File: src/rtl/expr_tx.sv
// expr_tx -- transmit side of the ASCII expression stream.
//
// On an accepted start the block latches up to MAX_TERMS decimal terms and
// the operators between them, then offers them one byte per handshake as
// digit (op digit)*. Digits are 0x30..0x39; '+' is 0x2B and '*' is 0x2A.
// A byte moves on a rising clk edge where valid and ready are both high.
//
// Optional build macro: EXPR_TX_TERM_EN. When it is defined, an '=' (0x3D)
// terminator follows the last digit.
//
// Ports
//   clk        clock; all state changes on the rising edge
//   clr        asynchronous reset, active high
//   start      send request; sampled only while idle
//   terms      term i at bits [4i+3:4i], binary 0..9
//   ops        op i sits between term i and term i+1 (0 = '+', 1 = '*')
//   num_terms  number of terms to send, 1..MAX_TERMS
//   ready      sink accepts the offered byte this cycle
//   char       ASCII byte on offer (0x00 while idle)
//   valid      char is valid
//   busy       transmission in progress
//   done       one-cycle pulse after the last byte is accepted
//   err        one-cycle pulse after a rejected start
module expr_tx #(
    parameter int MAX_TERMS = 4,
    parameter int TERM_W    = 3
) (
    input  logic                   clk,
    input  logic                   clr,
    input  logic                   start,
    input  logic [4*MAX_TERMS-1:0] terms,
    input  logic [MAX_TERMS-2:0]   ops,
    input  logic [TERM_W-1:0]      num_terms,
    input  logic                   ready,
    output logic [7:0]             char,
    output logic                   valid,
    output logic                   busy,
    output logic                   done,
    output logic                   err
);

    localparam int IW = (MAX_TERMS > 2) ? $clog2(MAX_TERMS) : 1;

`ifdef EXPR_TX_TERM_EN
    typedef enum logic [1:0] {S_IDLE, S_DIG, S_OP, S_TERM} state_t;
`else
    typedef enum logic [1:0] {S_IDLE, S_DIG, S_OP} state_t;
`endif

    state_t            state_q, state_d;
    logic [IW-1:0]     idx_q, idx_d;
    logic [3:0]        t_q [MAX_TERMS];
    // Operators are padded by one bit so that idx_q can index them over the
    // full term range without a short-array read.
    logic [MAX_TERMS-1:0] o_q;
    logic [TERM_W-1:0] n_q;
    logic              busy_q, done_q, err_q;
    logic              load, done_d, err_d;
    logic              start_ok;
    logic              last;

    // A request is usable only if the count is in range and every term that
    // will actually be sent is a decimal digit; terms past num_terms are
    // don't-care.
    always_comb begin
        start_ok = (num_terms != '0) && (int'(num_terms) <= MAX_TERMS);
        for (int i = 0; i < MAX_TERMS; i++) begin
            if ((i < int'(num_terms)) && (terms[4*i +: 4] > 4'd9))
                start_ok = 1'b0;
        end
    end

    assign last = (int'(idx_q) == (int'(n_q) - 1));

    // Next state. ready only matters while a byte is on offer, which is
    // exactly the non-idle states.
    always_comb begin
        state_d = state_q;
        idx_d   = idx_q;
        load    = 1'b0;
        done_d  = 1'b0;
        err_d   = 1'b0;
        case (state_q)
            S_IDLE: begin
                if (start) begin
                    if (start_ok) begin
                        load    = 1'b1;
                        idx_d   = '0;
                        state_d = S_DIG;
                    end else begin
                        err_d = 1'b1;
                    end
                end
            end
            S_DIG: begin
                if (ready) begin
                    if (last) begin
`ifdef EXPR_TX_TERM_EN
                        state_d = S_TERM;
`else
                        state_d = S_IDLE;
                        done_d  = 1'b1;
`endif
                    end else begin
                        state_d = S_OP;
                    end
                end
            end
            S_OP: begin
                if (ready) begin
                    idx_d   = idx_q + 1'b1;
                    state_d = S_DIG;
                end
            end
`ifdef EXPR_TX_TERM_EN
            S_TERM: begin
                if (ready) begin
                    state_d = S_IDLE;
                    done_d  = 1'b1;
                end
            end
`endif
            default: state_d = S_IDLE;
        endcase
    end

    always_ff @(posedge clk or posedge clr) begin
        if (clr) begin
            state_q <= S_IDLE;
            idx_q   <= '0;
            o_q     <= '0;
            n_q     <= '0;
            busy_q  <= 1'b0;
            done_q  <= 1'b0;
            err_q   <= 1'b0;
            for (int i = 0; i < MAX_TERMS; i++) t_q[i] <= 4'd0;
        end else begin
            state_q <= state_d;
            idx_q   <= idx_d;
            busy_q  <= (state_d != S_IDLE);
            done_q  <= done_d;
            err_q   <= err_d;
            if (load) begin
                o_q <= {1'b0, ops};
                n_q <= num_terms;
                for (int i = 0; i < MAX_TERMS; i++) t_q[i] <= terms[4*i +: 4];
            end
        end
    end

    // The offered byte is a pure function of the registered state, so it is
    // automatically held stable while the sink stalls, and it drops to 0x00
    // the moment clr forces the state back to idle.
    always_comb begin
        case (state_q)
            S_DIG:   char = {4'h3, t_q[idx_q]};
            S_OP:    char = o_q[idx_q] ? 8'h2A : 8'h2B;
`ifdef EXPR_TX_TERM_EN
            S_TERM:  char = 8'h3D;
`endif
            default: char = 8'h00;
        endcase
    end

    assign valid = (state_q != S_IDLE);
    assign busy  = busy_q;
    assign done  = done_q;
    assign err   = err_q;

endmodule

File: config.mk
export PLATFORM = sky130hd
export DESIGN_NAME = expr_tx
export DESIGN_NICKNAME = d
export VERILOG_FILES = /design/src/rtl/expr_tx.sv
export SDC_FILE = /design/constraint.sdc
export NUM_CORES = 1
export LEC_CHECK = 0
export BUFFER_PORTS_ARGS = -buffer_cell sky130_fd_sc_hd__buf_2
export CAP_MARGIN = 40
export CORE_AREA = 2 2 86 88
export DETAILED_ROUTE_END_ITERATION = 10
export DIE_AREA = 0 0 88 90
export GPL_TIMING_DRIVEN = 0
export PLACE_DENSITY = 0.48
export SLEW_MARGIN = 10
export SYNTH_ARGS = -nofsm -noshare
export SYNTH_HDL_FRONTEND = slang
export SYNTH_SLANG_ARGS = --single-unit
export TNS_END_PERCENT = 5
File: constraint.sdc
create_clock -name clk -period 3.55 [get_ports clk]
set_input_delay 0 -clock clk [delete_from_list [all_inputs] [get_ports clk]]
set_output_delay 0 -clock clk [all_outputs]
set_load 0.01 [all_outputs]
==> results of run 1 <==
==> power by group through the flow <==
stage / Clock (mW) / Combinational, mW / Sequential (mW)
final: 0.268 / 0.670 / 0.560
after detailed placement: 0 / 0.655 / 0.565
after global routing: 0.299 / 0.758 / 0.579
after global placement: 0 / 0.646 / 0.561
after floorplan: 0 / 0.481 / 0.548
after CTS: 0.284 / 0.677 / 0.560
==> through the flow <==
stage	std cells	worst slack, ps	hold WS (ps)	cell area (sq um)
2_1_floorplan	163	1730	78.1	1580
3_3_place_gp	297	1570	198	1880
3_5_place_dp	298	1540	85.5	1910
4_1_cts	327	1520	6.21	2210
5_1_grt	327	1350	41.8	2210
6_report	327	1520	22.6	2210
==> path summary, 6_finish.rpt <==
| check | startpoint | endpoint | slack (ps) | cells past startpoint |
|---|---|---|---|---|
| worst max-delay path | state_q[1] | t_q[9] | 1520 | 8 |
| worst min-delay path | num_terms[2] | n_q[2] | 20 | 3 |
| worst max register to register | state_q[1] | t_q[9] | 1520 | 8 |
| worst min register to register | t_q[1] | t_q[1] | 470 | 2 |
| max in group asynchronous | clr | t_q[1] | 2730 | 4 |
| min in group asynchronous | clr | busy | 330 | 3 |
==> worst min-delay path, stage by stage <==
cell and delay, ps:
buf_2 140, nand2_1 80, nand2_1 40
==> sequential cells by signal, summed over array words and instances, names as in the netlist <==
register  count
state_q       2
err           1
t_q          16
done          1
idx_q         2
n_q           3
busy          1
o_q           3
==> cells in the mapped netlist (2+ instances only) <==
master	instances
nor2b_1	4
mux2i_1	2
nor3_1	2
buf_2	3
buf_6	2
o21ai_0	6
nand2_1	56
mux2_1	7
o21ai_1	4
a21oi_1	3
mux4_2	4
clkbuf_1	2
inv_1	7
buf_4	2
ha_1	5
o211ai_1	2
nor2_1	3
dfrtp_1	29
==> layout make-up <==
cell class                      instances  area, sq um  share of cell area
Buffer                                  9         60.1              0.0271
Inverter                                7         26.3              0.0119
Timing Repair Buffer                   58          423               0.191
Sequential cell                        29          726               0.328
Multi-Input combinational cell        118          769               0.347
Tap cell                               99          124              0.0559
Clock buffer                            7         86.3              0.0390
==> timing repair <==
item | 4_1_cts | 5_1_grt
hold buffers | 22 | 0
gates resized for setup | 0 | 0
endpoints found under the hold margin | 32 | 0
endpoints found under the setup margin | 0 | 0
==> per-layer routing <==
layer | wire (um) | vias up | global-route usage
met5 | 0 | - | 0
met4 | 0 | 0 | 0.0308
met3 | 175 | 0 | 0.0404
met2 | 1870 | 27 | 0.172
met1 | 1940 | 636 | 0.148
li1 | - | 670 | -
==> logic make-up (layout without fill, tap and decap cells) <==
kind of cell / Yosys count / after routing / share of synthesized area
simple gates: 74 / 74 / 0.215
flops: 29 / 29 / 0.460
compound gates: 22 / 22 / 0.0975
buf+inv: 16 / 81 / 0.0547
mux: 13 / 13 / 0.120
fa+ha+maj: 5 / 5 / 0.0397
xor+xnor: 2 / 2 / 0.0111
other cells: 1 / 2 / 0.00238
==> impl_metrics.env, run 1 <==
export IMPL_avgSynthCellArea_sq_um=9.74
export IMPL_crit_type="flop to flop"
export IMPL_pwr_share_seq=0.374
export IMPL_peakVddDrop_mv=0.235
export IMPL_fillers=762
export IMPL_worstPathRequired_ps=3710
export IMPL_totalPowerFinal_mw=1.50
export IMPL_status="finished, final reports clean"
export IMPL_final_common_cell="nand2_1"
export IMPL_grt_pass1_vias=1375
export IMPL_clk_insertion_delay_late_ps=270
export IMPL_synthCells=162
export IMPL_netlist_area_sq_um=1580
export IMPL_wl_um=3980
export IMPL_htreeDepth=2
export IMPL_path_buf_inv=4
export IMPL_worst_clock_skew_ps=4.42
export IMPL_grt_max_degree=19
export IMPL_clk_pin_slew_ps=60
export IMPL_powerDensity_nw_per_um2=676
export IMPL_max_cap_violations=0
export IMPL_ys_async_sr_fraction=1.00
export IMPL_fp_dieArea_sq_um=7920
export IMPL_power_share_clock=0.179
export IMPL_core_area_sq_um=7020
export IMPL_slowest_stage="or4_4"
export IMPL_overflow=0
export IMPL_synth_seq_cells=29
export IMPL_hold_viol_final=0
export IMPL_n_antenna_cell=0
export IMPL_rsz0062_at_grt="no"
export IMPL_root_buffer="clkbuf_8"
export IMPL_crit_family="simple AND/OR/NAND/NOR gates"
export IMPL_synth_top_area_cell="dfrtp_1"
export IMPL_endpoint_kind="flop"
export IMPL_dpl_hpwl_um=3060
export IMPL_cts_made_buffers=5
export IMPL_period_share=0.571
export IMPL_power_internal_mw=0.953
export IMPL_drive_above_1_share=0.254
export IMPL_ios=38
export IMPL_antenna_found_initial=0
export IMPL_ys_seq_area_frac=0.460
export IMPL_post_cts_buffers=0
export IMPL_drtIter0Drc=43
export IMPL_areaGrowthSynthToFinish_pct=40.4
export IMPL_synth_top_cell_area_share=0.460
export IMPL_firstDrtPassIters=4
export IMPL_crit_fanout=10
export IMPL_setup_viol_count_final=0
export IMPL_via_per_inst=4.08
export IMPL_synth_cell_types=37
export IMPL_path_cells="inv_1 -> ha_1 -> inv_1 -> or4_4 -> buf_6 -> buf_6 -> nand2_1 -> nand2_1"
export IMPL_ant_nets=0
export IMPL_slowest_delay_ps=550
export IMPL_mostFrequentLayoutCells="nand2_1, buf_2, dfrtp_1"
export IMPL_finalNetCount=259
export IMPL_p_leak_nw=1.07
export IMPL_swShare=0.364
export IMPL_die_x_um=88
export IMPL_grt_pass1_wl_um=6700
export IMPL_cp_arrival_ps=2190
export IMPL_max_freq_mhz=493
export IMPL_synth_edf_count=0
export IMPL_rows=31
export IMPL_cts_tree="done"
export IMPL_numPortBuffers=35
export IMPL_relSlewSlack=0.609
export IMPL_clock_sinks=29
export IMPL_cts_buffer_depth=2
export IMPL_num_vias=1333
export IMPL_utilization=0.315
export IMPL_wl_per_cell_um=12.2
export IMPL_maxSlewViolCount=0
export IMPL_pwr_share_comb=0.447
export IMPL_setup_tns_final_ps=0
export IMPL_worst_slew_pin_slew_ps=586
export IMPL_synthFlopType="dfrtp_1"
export IMPL_start_util=0.225
export IMPL_start_kind="flop"
export IMPL_ys_warn_count=0
export IMPL_hold_class="primary input to flop"
export IMPL_place_congestion=0.766
export IMPL_die_y_um=90
export IMPL_period_needed_ps=2030
export IMPL_drc=0
export IMPL_synthTopCellsByArea="dfrtp_1, nand2_1, mux4_2, mux2_1, ha_1"
export IMPL_switchingPower_mw=0.545
export IMPL_grt_total_usage=0.112
Power figures use the tool's default switching activity.
==> run 2, diff against run 1 <==
==> constraint.sdc (replaced) <==
create_clock -name clk -period 2 [get_ports clk]
set_input_delay 0 -clock clk [delete_from_list [all_inputs] [get_ports clk]]
set_output_delay 0 -clock clk [all_outputs]
set_load 0.01 [all_outputs]
==> impl_metrics.env, run 2 (synthesized netlist as in run 1, its figures left out) <==
export IMPL_final_area_sq_um=2240
export IMPL_max_freq_mhz=536
export IMPL_whs_path_depth=3
export IMPL_via_per_inst=4.08
export IMPL_powerDensity_nw_per_um2=1210
export IMPL_timing_hold_ws_ps=16.8
export IMPL_hold_class="primary input to flop"
export IMPL_dpl_hpwl_um=3060
export IMPL_wl_per_cell_um=12.1
export IMPL_grt_max_degree=19
export IMPL_final_common_cell="nand2_1"
export IMPL_drtIter0Drc=34
export IMPL_clk_pin_slew_ps=60
export IMPL_fp_dieArea_sq_um=7920
export IMPL_wl_um=3960
export IMPL_peakVddDrop_mv=0.403
export IMPL_ant_nets=0
export IMPL_period_share=0.933
export IMPL_top_register="t_q"
export IMPL_firstDrtPassIters=4
export IMPL_crit_type="flop to flop"
export IMPL_top_regs="t_q: 16 flops, n_q: 3 flops, o_q: 3 flops"
export IMPL_rows=31
export IMPL_place_congestion=0.766
export IMPL_die_x_um=88
export IMPL_grt_total_usage=0.112
export IMPL_cts_made_buffers=5
export IMPL_finalNetCount=260
export IMPL_cts_buffer_depth=2
export IMPL_root_buffer="clkbuf_8"
export IMPL_hold_viol_final=0
export IMPL_mostFrequentLayoutCells="nand2_1, buf_2, dfrtp_1"
export IMPL_areaGrowthSynthToFinish_pct=41.8
export IMPL_cp_depth=8
export IMPL_die_y_um=90
export IMPL_r2r_cells=8
export IMPL_cts_tree="done"
export IMPL_core_area_sq_um=7020
export IMPL_path_cells="inv_2 -> ha_4 -> inv_1 -> or4_4 -> buf_6 -> buf_6 -> nand2_1 -> nand2_1"
export IMPL_drive_above_1_share=0.279
export IMPL_num_vias=1339
export IMPL_start_kind="flop"
export IMPL_grt_pass1_wl_um=6700
export IMPL_cp_arrival_ps=2030
export IMPL_htreeDepth=2
export IMPL_clk_insertion_delay_late_ps=270
export IMPL_start_util=0.225
export IMPL_setup_viol_count_final=0
export IMPL_status="finished, final reports clean"
export IMPL_endpoint_kind="flop"
export IMPL_clock_sinks=29
export IMPL_worst_slew_pin_slew_ps=585
export IMPL_worst_clock_skew_ps=3.87
export IMPL_rsz0062_at_grt="no"
export IMPL_placed_cell_area_sq_um=1910
export IMPL_numPortBuffers=35
export IMPL_path_buf_inv=4
export IMPL_totalPowerFinal_mw=2.70
export IMPL_crit_fanout=10
export IMPL_p_leak_nw=1.07
export IMPL_max_cap_violations=0
export IMPL_drc=0
export IMPL_slowest_delay_ps=540
export IMPL_overflow=0
export IMPL_slowest_stage="or4_4"
export IMPL_n_antenna_cell=0
export IMPL_largest_reg_flops=16
export IMPL_antenna_found_initial=0
export IMPL_relSlewSlack=0.610
export IMPL_crit_family="simple AND/OR/NAND/NOR gates"
export IMPL_ios=38
export IMPL_setup_tns_final_ps=0
export IMPL_worstPathRequired_ps=2160
export IMPL_maxSlewViolCount=0
export IMPL_period_needed_ps=1870
export IMPL_grt_pass1_vias=1375
## run 2: changes by cell type in the layout (fill, tap and decap cells not counted), sizes merged
cell  before  now
buf       43   44
## run 2: timing repair
action | in CTS | in global routing
gates resized for setup | 1 | 6
endpoints found under the hold margin | 32 | 0
pin swaps | 0 | 1
hold buffers | 22 | 0
buffers inserted | 0 | 1
setup endpoints to repair | 10 | 24
## run 2: power by group
part	internal, mW	leakage, nW	switching (mW)	total (mW)
registers	0.860	0.361	0.139	0.998
clock network	0.272	0.0443	0.202	0.474
logic	0.595	0.669	0.633	1.23
total	1.73	1.07	0.973	2.70
## run 2: path summary, 6_finish.rpt
check,slack (ps),startpoint,endpoint
min in group asynchronous,330,clr,busy
setup / recovery,130,state_q[1],t_q[9]
max in group asynchronous,1180,clr,t_q[1]
hold / removal,20,num_terms[2],n_q[2]
hold reg to reg,470,t_q[1],t_q[1]
setup reg to reg,130,state_q[1],t_q[9]
## run 2: metrics by stage
step	instances	util	setup slack [ps]
after floorplan	163	-	181
after global routing	328	0.319	16.7
after detailed placement	298	0.272	-9.67
after global placement	297	0.268	24.4
final	328	0.319	134
after CTS	327	0.316	22.1
## run 2: cell type report
cell class	count	area, sq um
buffer	9	61.3
clock buffer	7	86.3
fill	757	4780
inverter	7	26.3
multi-input combinational	118	782
sequential	29	727
tap	99	124
timing repair buffer	59	430
## run 2: metal layers
metal  up-vias  routed length [um]  track usage
li1        672                   -            -
met1       637                1910        0.148
met2        28                1820        0.172
met3         2                 198       0.0404
met4         0                  33       0.0308
met5         -                   0            0
## run 2: worst register-to-register path, cell delays in order (launching register included)
cell     delay, ps
dfrtp_1        430
inv_2          110
ha_4           160
inv_1           90
or4_4          540
buf_6          160
buf_6          150
nand2_1         70
nand2_1         50
==> run 3, diff against run 2 <==
--- a/config.mk
+++ b/config.mk
@@ -12,6 +12,7 @@
 export DIE_AREA = 0 0 88 90
 export GPL_TIMING_DRIVEN = 0
 export PLACE_DENSITY = 0.48
+export RECOVER_POWER = 25
 export SLEW_MARGIN = 10
 export SYNTH_ARGS = -nofsm -noshare
 export SYNTH_HDL_FRONTEND = slang
==> impl_metrics.env, run 3 (synthesized netlist as in run 1, its figures left out) <==
export IMPL_largest_reg_flops=16
export IMPL_r2r_cells=8
export IMPL_max_freq_mhz=536
export IMPL_crit_fanout=10
export IMPL_wl_um=3960
export IMPL_n_antenna_cell=0
export IMPL_wl_per_cell_um=12.1
export IMPL_ios=38
export IMPL_period_share=0.933
export IMPL_crit_start="state_q[1]"
export IMPL_antenna_found_initial=0
export IMPL_root_buffer="clkbuf_8"
export IMPL_start_kind="flop"
export IMPL_fillers=758
export IMPL_mostFrequentLayoutCells="nand2_1, buf_2, dfrtp_1"
export IMPL_ant_nets=0
export IMPL_areaGrowthSynthToFinish_pct=40.0
export IMPL_worst_clock_skew_ps=3.87
export IMPL_status="finished, final reports clean"
export IMPL_firstDrtPassIters=4
export IMPL_crit_type="flop to flop"
export IMPL_cp_arrival_ps=2030
export IMPL_hold_class="primary input to flop"
export IMPL_cts_buffer_depth=2
export IMPL_fp_dieArea_sq_um=7920
export IMPL_p_leak_nw=1.05
export IMPL_final_area_sq_um=2210
export IMPL_max_cap_violations=0
export IMPL_setup_viol_count_final=0
export IMPL_dpl_hpwl_um=3060
export IMPL_peakVddDrop_mv=0.403
export IMPL_endpoint_kind="flop"
export IMPL_htreeDepth=2
export IMPL_start_util=0.225
export IMPL_overflow=0
export IMPL_setup_tns_final_ps=0
export IMPL_grt_pass1_wl_um=6700
export IMPL_die_x_um=88
export IMPL_cts_made_buffers=5
export IMPL_timing_rr_end="t_q[9]"
export IMPL_rsz0062_at_grt="no"
export IMPL_top_regs="t_q: 16 flops, n_q: 3 flops, o_q: 3 flops"
export IMPL_maxSlewViolCount=0
export IMPL_grt_pass1_vias=1375
export IMPL_slowest_stage="or4_4"
export IMPL_top_register="t_q"
export IMPL_placed_cell_area_sq_um=1910
export IMPL_hold_viol_final=0
export IMPL_place_congestion=0.766
export IMPL_period_needed_ps=1870
export IMPL_clock_sinks=29
export IMPL_die_y_um=90
export IMPL_clk_insertion_delay_late_ps=270
export IMPL_num_vias=1339
export IMPL_drc=0
export IMPL_core_area_sq_um=7020
export IMPL_relSlewSlack=0.337
export IMPL_worstPathRequired_ps=2160
export IMPL_r2r_start="state_q[1]"
export IMPL_worst_slew_pin_slew_ps=995
export IMPL_grt_total_usage=0.112
export IMPL_drtIter0Drc=34
export IMPL_grt_max_degree=19
export IMPL_path_cells="inv_2 -> ha_4 -> inv_1 -> or4_4 -> buf_6 -> buf_6 -> nand2_1 -> nand2_1"
export IMPL_powerDensity_nw_per_um2=1220
export IMPL_rows=31
export IMPL_finalNetCount=260
export IMPL_final_common_cell="nand2_1"
export IMPL_cts_tree="done"
export IMPL_numPortBuffers=35
export IMPL_r2r_setup_slack_ps=130
export IMPL_cp_endpoint="t_q[9]"
export IMPL_drive_above_1_share=0.262
export IMPL_slowest_delay_ps=540
export IMPL_clk_pin_slew_ps=60
export IMPL_via_per_inst=4.08
==> run 3: cell count changes in the layout (fill, tap and decap cells not counted) <==
cell | before | now
buf_16 | 1 | 0
buf_2 | 38 | 35
clkbuf_1 | 2 | 6
==> run 3: final cells by class <==
type | instances | area, sq um | share of cell area
Buffer | 9 | 61.3 | 0.0277
Clock buffer | 7 | 86.3 | 0.0391
Inverter | 7 | 26.3 | 0.0119
Multi-Input combinational cell | 118 | 782 | 0.354
Sequential cell | 29 | 727 | 0.329
Tap cell | 99 | 124 | 0.0561
Timing Repair Buffer | 59 | 403 | 0.182
==> run 3: what timing repair did <==
| item | CTS | global route |
|---|---|---|
| hold buffers | 22 | 0 |
| resized for setup | 1 | 6 |
| pin swaps | 0 | 1 |
| buffers inserted | 0 | 1 |
| endpoints found under the setup margin | 10 | 24 |
| endpoints found under the hold margin | 32 | 0 |
==> run 3: power breakdown <==
| part | leakage [nW] | switching [mW] | internal (mW) |
|---|---|---|---|
| Sequential | 0.361 | 0.139 | 0.860 |
| Combinational | 0.646 | 0.632 | 0.585 |
| Clock | 0.0443 | 0.202 | 0.272 |
==> run 3: worst max-delay path: cells and delay by family, from the launching register on <==
kind	cells	cell delay (ps)
flops	1	430
buf+inv	4	500
simple gates	3	660
fa+ha+maj	1	160
==> run 3: worst min path at each step <==
stage | from | to | slack, ps | cells after the start
after floorplan | clr | busy | 80 | 1
after global placement | terms[12] | t_q[0] | 200 | 3
after detailed placement | clr | busy | 90 | 2
after CTS | num_terms[2] | n_q[2] | 6 | 3
after global routing | num_terms[2] | n_q[2] | 40 | 3
final | num_terms[2] | n_q[2] | 20 | 3
==> run 3: per-stage QoR <==
stage | total power, mW | util | hold slack [ps] | setup WS (ps) | cells
2_1_floorplan | 1.83 | - | 78.1 | 181 | 163
3_3_place_gp | 2.14 | 0.268 | 198 | 24.4 | 297
3_5_place_dp | 2.17 | 0.272 | 85.5 | -9.67 | 298
4_1_cts | 2.71 | 0.316 | 6.21 | 22.1 | 327
5_1_grt | 2.94 | 0.315 | 41.8 | 16.7 | 328
6_report | 2.69 | 0.315 | 16.8 | 134 | 328
==> run 3: layer usage <==
| metal | share of wire | track usage | vias to the layer above |
|---|---|---|---|
| met5 | 0 | 0 | - |
| met4 | 0.0083 | 0.0308 | 0 |
| met3 | 0.051 | 0.0404 | 2 |
| met1 | 0.48 | 0.148 | 637 |
| li1 | - | - | 672 |
| met2 | 0.46 | 0.172 | 28 |
